<file path="src/rtl/irq_pkg.sv">
// Shared definitions for the interrupt sequencer: register offsets, FSM states
// and the CPU-facing interrupt width.
package irq_pkg;

    localparam int HWINT_W = 6;

    localparam logic [1:0] IRQ_MASK = 2'd0;
    localparam logic [1:0] IRQ_MODE = 2'd1;
    localparam logic [1:0] IRQ_PEND = 2'd2;
    localparam logic [1:0] IRQ_STAT = 2'd3;

    typedef enum logic {
        IRQ_IDLE   = 1'b0,
        IRQ_ACTIVE = 1'b1
    } irq_state_e;

    // Ids that do not fit the CPU-facing width map to no line at all.
    function automatic logic [HWINT_W-1:0] onehot_id(input logic [2:0] id);
        logic [HWINT_W-1:0] oh;
        oh = '0;
        for (int i = 0; i < HWINT_W; i++) begin
            oh[i] = (id == 3'(i));
        end
        return oh;
    endfunction

endpackage

</file>
<file path="src/rtl/irq_sequencer_if.sv">
// Register-window bus between the bridge address decode and the sequencer.
interface irq_sequencer_if;
    logic [1:0]  addr;
    logic        we;
    logic [31:0] wd;
    logic [31:0] rd;

    modport master (output addr, output we, output wd, input rd);
    modport slave  (input addr, input we, input wd, output rd);
endinterface

</file>
<file path="src/rtl/irq_prio_enc.sv">
// Lowest-index-wins priority encoder returning {valid, id}.
module irq_prio_enc #(
    parameter int N = 6
) (
    input  logic [N-1:0] req,
    output logic         valid,
    output logic [2:0]   id
);

    always_comb begin
        valid = |req;
        id    = '0;
        for (int i = N - 1; i >= 0; i--) begin
            if (req[i]) begin
                id = 3'(i);
            end
        end
    end

endmodule

</file>
<file path="src/rtl/irq_sequencer.sv">
// Interrupt sequencer: level/edge capture, mask, fixed-priority dispatch of one
// request at a time, held one-hot to the CPU until the handler writes EOI.
module irq_sequencer
    import irq_pkg::*;
#(
    parameter int N_SRC = 6
) (
    input  logic               clk,
    input  logic               sys_rstn,
    input  logic [N_SRC-1:0]   src,
    irq_sequencer_if.slave     bus,
    output logic [HWINT_W-1:0] hwint,
    output logic               busy
);

    logic [N_SRC-1:0] src_q;
    logic [N_SRC-1:0] mask_q, mask_d;
    logic [N_SRC-1:0] mode_q, mode_d;
    logic [N_SRC-1:0] edge_q, edge_d;
    logic [N_SRC-1:0] rise, pend, eligible, w1c, eoi_clr;

    irq_state_e         state_q;
    logic [2:0]         cur_id_q;
    logic [HWINT_W-1:0] hwint_q;
    logic               busy_q;

    logic               wr_mask, wr_mode, wr_pend, wr_eoi;
    logic [N_SRC-1:0]   wd_src;
    logic               win_valid;
    logic [2:0]         win_id;
    logic [31:0]        rd_d;

    assign wd_src  = bus.wd[N_SRC-1:0];
    assign wr_mask = bus.we && (bus.addr == IRQ_MASK);
    assign wr_mode = bus.we && (bus.addr == IRQ_MODE);
    assign wr_pend = bus.we && (bus.addr == IRQ_PEND);
    assign wr_eoi  = bus.we && (bus.addr == IRQ_STAT);

    always_comb begin
        rise     = src & ~src_q;
        pend     = (mode_q & edge_q) | (~mode_q & src_q);
        eligible = pend & mask_q;
        mask_d   = wr_mask ? wd_src : mask_q;
        mode_d   = wr_mode ? wd_src : mode_q;
        w1c      = wr_pend ? wd_src : '0;
        eoi_clr  = '0;
        if (wr_eoi && (state_q == IRQ_ACTIVE)) begin
            for (int i = 0; i < N_SRC; i++) begin
                eoi_clr[i] = (cur_id_q == 3'(i));
            end
        end
        // Set beats clear; a bit only survives while it is edge mode both
        // before and after this edge, so level->edge starts cleared.
        edge_d = ((edge_q & ~(w1c | eoi_clr)) | rise) & mode_q & mode_d;
    end

    always_ff @(posedge clk or negedge sys_rstn) begin
        if (!sys_rstn) begin
            src_q  <= '0;
            mask_q <= '0;
            mode_q <= '0;
            edge_q <= '0;
        end else begin
            src_q  <= src;
            mask_q <= mask_d;
            mode_q <= mode_d;
            edge_q <= edge_d;
        end
    end

    irq_prio_enc #(
        .N (N_SRC)
    ) u_prio_enc (
        .req   (eligible),
        .valid (win_valid),
        .id    (win_id)
    );

    // No preemption: while ACTIVE only EOI matters; a stray EOI in IDLE is a no-op.
    always_ff @(posedge clk or negedge sys_rstn) begin
        if (!sys_rstn) begin
            state_q  <= IRQ_IDLE;
            cur_id_q <= '0;
            hwint_q  <= '0;
            busy_q   <= 1'b0;
        end else begin
            case (state_q)
                IRQ_IDLE: begin
                    if (win_valid) begin
                        state_q  <= IRQ_ACTIVE;
                        cur_id_q <= win_id;
                        hwint_q  <= onehot_id(win_id);
                        busy_q   <= 1'b1;
                    end
                end
                IRQ_ACTIVE: begin
                    if (wr_eoi) begin
                        state_q <= IRQ_IDLE;
                        hwint_q <= '0;
                        busy_q  <= 1'b0;
                    end
                end
                default: begin
                    state_q <= IRQ_IDLE;
                    hwint_q <= '0;
                    busy_q  <= 1'b0;
                end
            endcase
        end
    end

    always_comb begin
        rd_d = '0;
        case (bus.addr)
            IRQ_MASK: rd_d[N_SRC-1:0] = mask_q;
            IRQ_MODE: rd_d[N_SRC-1:0] = mode_q;
            IRQ_PEND: rd_d[N_SRC-1:0] = pend;
            IRQ_STAT: rd_d = {busy_q, 28'b0, cur_id_q};
            default:  rd_d = '0;
        endcase
    end

    assign bus.rd = rd_d;
    assign hwint  = hwint_q;
    assign busy   = busy_q;

endmodule

</file>
<file path="src/flat_wrapper.sv">
// flat-port wrapper written by rule: the top's interface ports become plain ports
module irq_sequencer_flat import irq_pkg::*;
#(
    parameter int N_SRC = 6
)
  (clk, sys_rstn, src, hwint, busy, bus_addr, bus_we, bus_wd, bus_rd);
  irq_sequencer_if bus_i ();
  input  logic clk;
  input  logic sys_rstn;
  input  logic [N_SRC-1:0] src;
  output logic [HWINT_W-1:0] hwint;
  output logic busy;
  input wire logic [$bits(bus_i.addr)-1:0] bus_addr;
  input wire logic [$bits(bus_i.we)-1:0] bus_we;
  input wire logic [$bits(bus_i.wd)-1:0] bus_wd;
  output wire logic [$bits(bus_i.rd)-1:0] bus_rd;
  assign bus_i.addr = bus_addr;
  assign bus_i.we = bus_we;
  assign bus_i.wd = bus_wd;
  assign bus_rd = bus_i.rd;
  irq_sequencer #(.N_SRC(N_SRC)) u_core (.clk(clk), .sys_rstn(sys_rstn), .src(src), .bus(bus_i), .hwint(hwint), .busy(busy));
endmodule
</file>
<file path="config.mk">
export PLATFORM = sky130hd
export DESIGN_NAME = irq_sequencer_flat
export DESIGN_NICKNAME = d
export VERILOG_FILES = /design/src/rtl/irq_pkg.sv /design/src/rtl/irq_sequencer_if.sv /design/src/rtl/irq_prio_enc.sv /design/src/rtl/irq_sequencer.sv /design/src/flat_wrapper.sv
export SDC_FILE = /design/constraint.sdc
export NUM_CORES = 1
export LEC_CHECK = 0
export CAP_MARGIN = 15
export CORE_MARGIN = 8
export CORE_UTILIZATION = 47
export CTS_CLUSTER_SIZE = 24
export DETAILED_ROUTE_END_ITERATION = 8
export HOLD_SLACK_MARGIN = 0.05
export MAX_ROUTING_LAYER = met4
export PLACE_DENSITY_LB_ADDON = 0.05
export REMOVE_ABC_BUFFERS = 1
export SYNTH_ARGS = -nofsm -noshare
export SYNTH_HDL_FRONTEND = slang
export SYNTH_SLANG_ARGS = --single-unit
</file>
<file path="constraint.sdc">
create_clock -name clk -period 4.1 [get_ports clk]
set_input_delay 0.615 -clock clk [delete_from_list [all_inputs] [get_ports clk]]
set_output_delay 0.615 -clock clk [all_outputs]
set_load 0.02 [all_outputs]
</file>
# Yosys cells after proc, flatten, opt, wreduce, memory -nomap -nowiden
# Cells that the tools add are included.
dict set report totals {
  ff_bits 35
  latch_bits 0
  ram_bits 0
  romBits 0
  input_bits 43
  out_inout_bits 39
  word_cells 68
  mem_count 0
}
dict set report classes {
  n_addsub 0
  multipliers 0
  div_mod_pow 0
  n_lt_le_gt_ge 0
  eq_ne 15
  shift 0
  muxes 20
  bitwise 14
  n_reduce_logical 11
}
# operator count
set op_table {}
lappend op_table {{$and 6x6->6} 7}
lappend op_table {{$mux 6} 5}
lappend op_table {{$mux 26} 1}
lappend op_table {{$pmux 6 s4} 1}
lappend op_table {{$mux 3} 6}
lappend op_table {{$not 6->6} 3}
lappend op_table {{$or 6x6->6} 3}
lappend op_table {{$eq 3x2->1 const B} 4}
lappend op_table {{$eq 3x3->1 const B} 4}
lappend op_table {{$pmux 6 s2} 1}
lappend op_table {{$eq 3x1->1 const B} 2}
lappend op_table {{$logic_not 3->1} 2}
lappend op_table {{$reduce_or 6->1} 1}
lappend op_table {{$logic_and 1x1->1} 5}
lappend op_table {{$eq 2x2->1 const B} 2}
lappend op_table {{$mux 1} 4}
lappend op_table {{$ne 2x2->1 const B} 2}
lappend op_table {{$pmux 1 s2} 2}
lappend op_table {{$reduce_and 2->1} 2}
lappend op_table {{$eq 2x1->1 const B} 1}
lappend op_table {{$logic_not 2->1} 1}
lappend op_table {{$not 1->1} 1}

# Longest topological paths before layout
dict set report logic_depth {
  ltp_word 13
  depth_mapped 6
  mapped_depth_nobuf 4
}

# Hierarchy
# Synthesis repeated with hierarchy kept, for this count alone.
dict set report hier_totals {
  cells_unflattened 186
  area_unflattened_um2 1961.9
}
# module n_inst cells_each area_each_um2 seq_area_each_um2
set by_module_without_submodules {}
lappend by_module_without_submodules {irq_sequencer 1 176 1909.3 875.8}
lappend by_module_without_submodules {irq_prio_enc 1 10 52.6 0.0}

# Least setup slack after synthesis
# Ideal clock, no wire load.
dict set report synth_path {
  path_type {input to output}
  startpoint {input port bus_addr[1]}
  endpoint {output port bus_rd[3]}
  arrival_ps 1684
  required_ps 3485
  setup_slack_ps 1801
  stages 5
  path_buffers 2
  cell_sequence {buf_2 -> buf_2 -> nand2_1 -> o22a_1 -> o21ai_0}
}
dict set report synth_via {
  elab_chain_len 2
  elab_cells_between_ends 5
  cone_classes {eq/ne: 3; mux: 1; reduce/logical: 1}
}
# item line_no
set synth_rtl {}
lappend synth_rtl {{from (decl)} flat_wrapper.sv:13} ;# input wire logic [$bits(bus_i.addr)-1:0] bus_addr;
lappend synth_rtl {{$eq 2x2->1 (tied with other cells)} irq_sequencer.sv:114} ;# case (bus.addr)
lappend synth_rtl {{$pmux 6 s4 (*)} irq_sequencer.sv:114}
lappend synth_rtl {{to (decl)} flat_wrapper.sv:16} ;# output wire logic [$bits(bus_i.rd)-1:0] bus_rd;
# Every way passes the cells marked *; elsewhere a longest branch is shown, timed or not.

# Worst setup path after layout
dict set report layout_path {
  startpoint {input port bus_addr[1]}
  endpoint {output port bus_rd[2]}
}
# The elaborated chain is that of the path after synthesis.

==> impl_metrics.py <==
metrics = {
    "routing": {
        "wl_um": 4600,
        "viasPerCell": 5.470,
        "routed-via-count": 1466,
        "drtPass1Iterations": 4,
        "wl_per_cell_um": 17.16,
        "drc": 0,
        "postRouteAntennaNets": 0,
        "drtIter0Drc": 90,
    },
    "worst_setup_path": {
        "crit_path_max_fanout": 16,
        "reg2regPathDepth": 4,
        "crit_slowest_cell": "clkdlybuf4s50_1",
        "worstReg2RegStart": "u_core.state_q",
        "reg2reg_slack_ps": 2180,
        "r2r_end": "u_core.edge_q[3]",
        "critPathTopFamily": "buffers and inverters",
        "crit_top_cell": "clkdlybuf4s50_1",
        "critPathLaunchType": "primary input",
        "critPathArrivalTime_ps": 2740,
        "cp.required_ps": 3480,
        "worstPathCellList": "clkdlybuf4s50_1, mux4_2, clkdlybuf4s50_1",
        "worstSetupPathType": "primary input to primary output",
        "max_stage_delay_ps": 950,
        "cp_num_buf_inv": 2,
        "crit_path_end_kind": "primary output",
    },
    "floorplanning": {
        "fp.dieH_um": 81.75,
        "coreArea_um2": 4264,
        "start_util_pct": 47.65,
        "die-area_um2": 6683,
        "die_w_um": 81.75,
        "io_pins": 82,
        "rows": 24,
    },
    "grt": {
        "grt.total_usage_pct": 14.67,
        "grt_start_max_net_pins": 36,
        "antenna_found_initial": 0,
        "grt-ovfl-total": 0,
        "grt_pass1_vias": 1414,
        "grt_pass1_wl_um": 7279,
    },
    "sta": {
        "finalSetupViolations": 0,
        "relSlewSlack_pct": 50.02,
        "rsz0062_at_grt": "no",
        "worst_clock_skew_ps": 6.404,
        "fin_crit_ps": 3353,
        "hold_viol": 0,
        "tns_ps": 0,
        "worst_pin_slew_ps": 747.3,
        "fmax_ghz": 0.2983,
        "finalCritPeriodShare_pct": 81.78,
        "final-max-slew-violation-count": 0,
    },
    "power_and_ir_drop": {
        "p_clk_share_pct": 20.1,
        "power_uw": 1121,
        "comb_power_share_pct": 34.7,
        "switching_share_pct": 36.04,
        "ir_drop_mv": 0.2002,
        "switching_power_uw": 403.9,
        "p_per_area_nw_per_um2": 479.9,
        "seqPwrFrac_pct": 45.1,
        "p_leak_uw": 0.001019,
        "power.internal_uw": 717.0,
    },
    "final_layout": {
        "register_area_um2": 875.8,
        "area_growth_pct": 14.96,
        "nets": 260,
        "multiInputGateArea_um2": 969.7,
        "n_antenna_cell": 0,
        "layout-drive-gt1-share_pct": 15.74,
        "final_core_util_pct": 54.78,
        "fillCellCount": 373,
    },
    "synthesis": {
        "yosysWarnings": 0,
        "ys_ff_latch": 35,
        "syn_area_um2": 2032,
        "synthArstFlopShare_pct": 100.0,
        "synth_edf_count": 0,
        "synth_ff_type": "dfrtp_1",
        "ys_seq_area_share_pct": 43.10,
        "synthDistinctLibCells": 43,
        "synthCells": 187,
        "avgSynthCellArea_um2": 10.87,
    },
    "placed_design": {
        "gp_congestion": 0.8187,
        "hpwlAfterDp_um": 3362,
        "portBuffers": 30,
    },
    "cts": {
        "cts_buffer_depth": 2,
        "ctsHoldBuffers": 0,
        "clock_latency_ps": 280,
        "numCtsBuffers": 5,
        "htreeDepth": 2,
        "cts_sinks": 35,
        "cts_tree": "done",
        "clkTransAtPathRegs_ps": 70,
        "cts_resized": 0,
        "post_cts_buffers": 0,
        "cts-root-buf": "clkbuf_8",
    },
    "flow_run": {
        "max_cap_violations": 0,
    },
    "min_path": {
        "hp-start": "u_core.busy",
        "hold_path_class": "flop to flop",
        "hold_depth": 1,
        "hold_end": "u_core.busy",
    },
    "status": {
        "status": "complete, no violations",
    },
}
-- placed cells by master, fill, tap and decap left out, drive strengths merged, types with 3 or more instances in the layout --
cell type / instances
conb: 25
nand2: 17
o22ai: 3
mux2i: 3
clkdlybuf4s50: 30
clkbuf: 6
dfrtp: 35
inv: 12
mux2: 14
a221oi: 3
nand4: 3
o21ai: 15
a32oi: 5
nor3: 3
mux4: 3
nand3: 3
nor2b: 3
nor2: 7
or4: 3
-- sequential cells by signal, indices dropped and copies added, names as in the netlist --
register         cells
u_core.mode_q        6
u_core.state_q       1
u_core.hwint         6
u_core.edge_q        6
u_core.busy          1
u_core.mask_q        6
u_core.cur_id_q      3
u_core.src_q         6
-- power by group through the flow --
stage / Clock, uW / Combinational [uW] / Sequential, uW
after floorplan: 0 / 225 / 511
after global placement: 0 / 388 / 503
after detailed placement: 0 / 390 / 509
after CTS: 237 / 392 / 504
after global routing: 251 / 423 / 518
final: 226 / 389 / 506
-- cell type report --
cell class / count / share of cell area (%)
multi-input combinational: 132 / 41.51
sequential: 35 / 37.49
timing repair buffer: 31 / 13.18
clock buffer: 6 / 3.107
tap: 52 / 2.785
inverter: 12 / 1.928
-- kinds of logic after synthesis --
| logic type | Yosys count | share of synthesized area (%) |
|---|---|---|
| AO/OA/AOI/OAI | 41 | 18.29 |
| other | 1 | 0.1846 |
| AND/OR/NAND/NOR | 46 | 12.07 |
| multiplexers | 20 | 12.75 |
| flip-flops | 35 | 43.10 |
| buffers and inverters | 44 | 13.61 |
-- metal layers --
layer / share of wire, % / vias to the layer above / global-route usage (%)
li1: - / 682 / -
met5: 0 / - / -
met4: 0.93 / 0 / 3.684
met1: 44 / 737 / 19.96
met2: 48 / 42 / 20.84
met3: 6.3 / 5 / 4.267
-- cells in the mapped netlist, types with 2 or more instances --
cell / count / area [um2]
a211oi_1: 2 / 15.01
or4_1: 3 / 22.52
a21o_1: 2 / 15.01
buf_2: 5 / 25.02
mux2_2: 13 / 146.4
nand4_1: 2 / 12.51
nand2_1: 17 / 63.81
o22ai_1: 3 / 18.77
o21ai_1: 4 / 20.02
nor3_1: 3 / 15.01
buf_4: 26 / 195.2
a21oi_1: 2 / 10.01
and3b_1: 2 / 17.52
nor2_1: 7 / 26.28
a32oi_1: 5 / 43.79
a2bb2oi_4: 2 / 52.55
dfrtp_1: 35 / 875.8
o21ai_0: 11 / 55.05
mux2i_1: 3 / 30.03
mux4_2: 3 / 67.56
nand3_1: 3 / 15.01
nor2b_1: 3 / 18.77
inv_1: 11 / 41.29
-- how the worst max path moves through the flow --
stage | from | to | slack [ps] | cells after the start
after floorplan | bus_addr[1] | bus_rd[3] | 2200 | 3
after global placement | bus_addr[1] | bus_rd[2] | 730 | 3
after detailed placement | bus_addr[1] | bus_rd[2] | 720 | 3
after CTS | bus_addr[1] | bus_rd[2] | 710 | 3
after global routing | bus_addr[1] | bus_rd[3] | 590 | 5
final | bus_addr[1] | bus_rd[2] | 750 | 3
-- through the flow --
stage / hold slack, ps / worst slack, ps / instance area, um2 / std cells
after CTS: 506.6 / 709.7 / 2336 / 268
after floorplan: 319.4 / 2199 / 1891 / 179
after detailed placement: 491.1 / 720.6 / 2263 / 262
after global routing: 559.0 / 594.9 / 2336 / 268
after global placement: 475.9 / 725.1 / 2263 / 262
final: 504.3 / 747.2 / 2336 / 268
Power figures use the tool's default switching activity.
==> edit, RTL diff (same settings) <==
Add an input register stage for `src`, cleared by the reset; this delays it by one clock. The other inputs are not delayed to match.
--- a/src/rtl/irq_sequencer.sv
+++ b/src/rtl/irq_sequencer.sv
@@ -12,6 +12,16 @@
     output logic [HWINT_W-1:0] hwint,
     output logic               busy
 );
+
+    logic [N_SRC-1:0] src_r;
+
+    always_ff @(posedge clk or negedge sys_rstn) begin
+        if (!sys_rstn) begin
+            src_r <= '0;
+        end else begin
+            src_r <= src;
+        end
+    end
 
     logic [N_SRC-1:0] src_q;
     logic [N_SRC-1:0] mask_q, mask_d;
@@ -37,7 +47,7 @@
     assign wr_eoi  = bus.we && (bus.addr == IRQ_STAT);
 
     always_comb begin
-        rise     = src & ~src_q;
+        rise     = src_r & ~src_q;
         pend     = (mode_q & edge_q) | (~mode_q & src_q);
         eligible = pend & mask_q;
         mask_d   = wr_mask ? wd_src : mask_q;
@@ -61,7 +71,7 @@
             mode_q <= '0;
             edge_q <= '0;
         end else begin
-            src_q  <= src;
+            src_q  <= src_r;
             mask_q <= mask_d;
             mode_q <= mode_d;
             edge_q <= edge_d;
Check against the original RTL: not equivalent (Yosys sat finds a counterexample within 4 cycles, from zero or initial values and one cycle with sys_rstn low).
==> edit against the original RTL <==
  * Die area rose by 5.4%
  * Design area rose by 6.2%
  * Synthesized area rose by 6.8%
  * Sequential cell count rose by 6
  * Power rose by 6.9%
  * Routed wire length barely moved
  * Synthesized cell count fell by 1.1%
  * Setup slack got worse by 0.0035 ns
==> edit: results (changes against the original RTL) <==
* 1st-iter DRT viols at 134 (was 90)
* WHS Path Cells at 0 (was 1)
* Initial antenna violation count at 0 (unchanged)
* H-tree depth at 2 (unchanged)
* Yosys top cell area share at 47.3% (was 43.1%)
* Largest net degree at the start of global routing at 42 (was 36)
* Worst-path fanout max at 15 (was 16)
* Max clock buf depth at 2 (unchanged)
* Drt wl/cell at 17.2 microns (about the same)
* Pre-CTS setup slack at 0.751 ns (was 0.721 ns)
* Setup TNS at 0 ns (unchanged)
* DP HPWL at 3.41 mm (was 3.36 mm)
* Vias in the first global route at 1532 (was 1414)
* ANT cells at 0 (unchanged)
* Number of flops mapped to enable cells by yosys at 0 (unchanged)
* Total track usage at 14.0% (was 14.7%)
* Nets at 258 (was 260)
* I/O Buffers at 30 (unchanged)
* Clock Latency Late Sink at 0.30 ns (was 0.28 ns)
* RD Place Congestion at 0.813 (was 0.819)
* Yosys Warn Count at 0 (unchanged)
* Share of synthesized flip-flops with an asynchronous set or reset at 100% (unchanged)
* Leakage power at 0.00109 uW (was 0.00102 uW)
* Final ANT Viol Nets at 0 (unchanged)
* Sequential fraction of the synthesis area at 47.3% (was 43.1%)
* Clock Tree Root: clkbuf_8 (unchanged)
* Syn avg cell area at 11.7 sq um (was 10.9 sq um)
* Most instantiated cells after synthesis: dfrtp_1 (41), buf_4 (25), nand2_1 (15) (was dfrtp_1 (35), buf_4 (26), nand2_1 (17))
* R2r worst-path depth at 4 (unchanged)
* Synth Flop Type: dfrtp_1 (unchanged)
* Vias/cell at 5.41 (was 5.47)
* Outcome: finished, final reports clean (unchanged)
* RR Endpoint: u_core.edge_q[2] (was u_core.edge_q[3])
* R2r setup slk at 2.08 ns (was 2.18 ns)
* Worst Max-Slew Pin Slew at 0.905 ns (was 0.747 ns)
* Hold Path End: u_core.src_q[4] (was u_core.busy)
* Slowest Stage Delay on Critical Path at 0.90 ns (was 0.95 ns)
* Num CTS Buffers at 5 (unchanged)
* Synth cell types at 47 (was 43)
* Non-Filler Instances at 268 (unchanged)
* CP Data Arrival Time at 2.74 ns (about the same)
* First-pass GRT wire length at 8.00 mm (was 7.28 mm)
* CP max-delay cell: clkdlybuf4s50_1 (unchanged)
* Clock skew after layout at 0.00663 ns (was 0.00640 ns)
* Worst r2r src: u_core.state_q (unchanged)
* Hold Startpoint: u_core.src_r[4] (was u_core.busy)
* Share of cells above drive strength 1 at 19.4% (was 15.7%)
* Total setup buffers inserted after CTS at 0 (unchanged)
* CTS clk-pin slew, worst paths at 0.08 ns
* Hold Crit Class: register to register (unchanged)
* Post_cts resized at 0 (unchanged)
* Synth area leaders: dfrtp_1 (47%), buf_4 (8.7%), mux2_2 (5.7%), nand2_1 (2.6%), mux2_4 (2.1%) (was dfrtp_1 (43%), buf_4 (9.6%), mux2_2 (7.2%), mux4_2 (3.3%), nand2_1 (3.1%))
* Maximum vdd drop at 0.215 mV (was 0.200 mV)
-- edit: kinds of logic (layout without fill, tap and decap cells) --
logic type | count (synthesis) | count (layout) | share of synthesized area [%]
other | 1 | 25 | 0.173
AO/OA/AOI/OAI | 39 | 39 | 16.6
AND/OR/NAND/NOR | 43 | 43 | 11.2
flip-flops | 41 | 41 | 47.3
multiplexers | 20 | 20 | 12.6
buffers and inverters | 41 | 48 | 12.1
-- edit: worst max-delay path by stage --
stage | start | end | slack (ns) | depth (start not counted)
after floorplan | u_core.mode_q[2] | bus_rd[2] | 2.16 | 2
after global placement | bus_addr[1] | bus_rd[2] | 0.76 | 3
after detailed placement | bus_addr[1] | bus_rd[2] | 0.75 | 3
after CTS | bus_addr[1] | bus_rd[2] | 0.73 | 3
after global routing | bus_addr[1] | bus_rd[2] | 0.65 | 3
final | bus_addr[1] | bus_rd[2] | 0.74 | 3
-- edit: per-stage QoR --
stage | power, uW | hold slack, ns | utilization [%] | cell area [sq um]
2_1_floorplan | 793 | 0.319 | - | 2030
3_3_place_gp | 939 | 0.353 | 54.3 | 2390
3_5_place_dp | 950 | 0.357 | 54.3 | 2390
4_1_cts | 1210 | 0.375 | 56.2 | 2480
5_1_grt | 1270 | 0.385 | 56.2 | 2480
6_report | 1200 | 0.373 | 56.2 | 2480
-- edit: final cells by class --
cell class	instances	area, sq um
Clock buffer	5	68.8
Multi-Input combinational cell	127	971
Sequential cell	41	1030
Fill cell	388	1930
Timing Repair Buffer	30	295
Tap cell	52	65.1
Clock inverter	3	17.5
Inverter	10	37.5
-- edit: power by group --
part / switching (uW) / internal (uW) / leakage, uW / total (uW)
Clock: 141 / 117 / 0.0000439 / 258
Sequential: 77.8 / 475 / 0.000504 / 553
Combinational: 198 / 189 / 0.000542 / 387
-- edit: critical path: cells and delay by family --
kind     cells  cell delay, ns
mux          1            0.66
buf+inv      2            1.46
-- edit: routing by layer --
metal,up-vias,share of wire [%],GRT usage [%],routed length (microns)
li1,678,-,-,-
met2,50,47,21.1,2140
met4,0,1.2,3.77,53
met1,718,44,16.8,2040
met3,5,7.8,5.86,359
met5,-,0,-,0
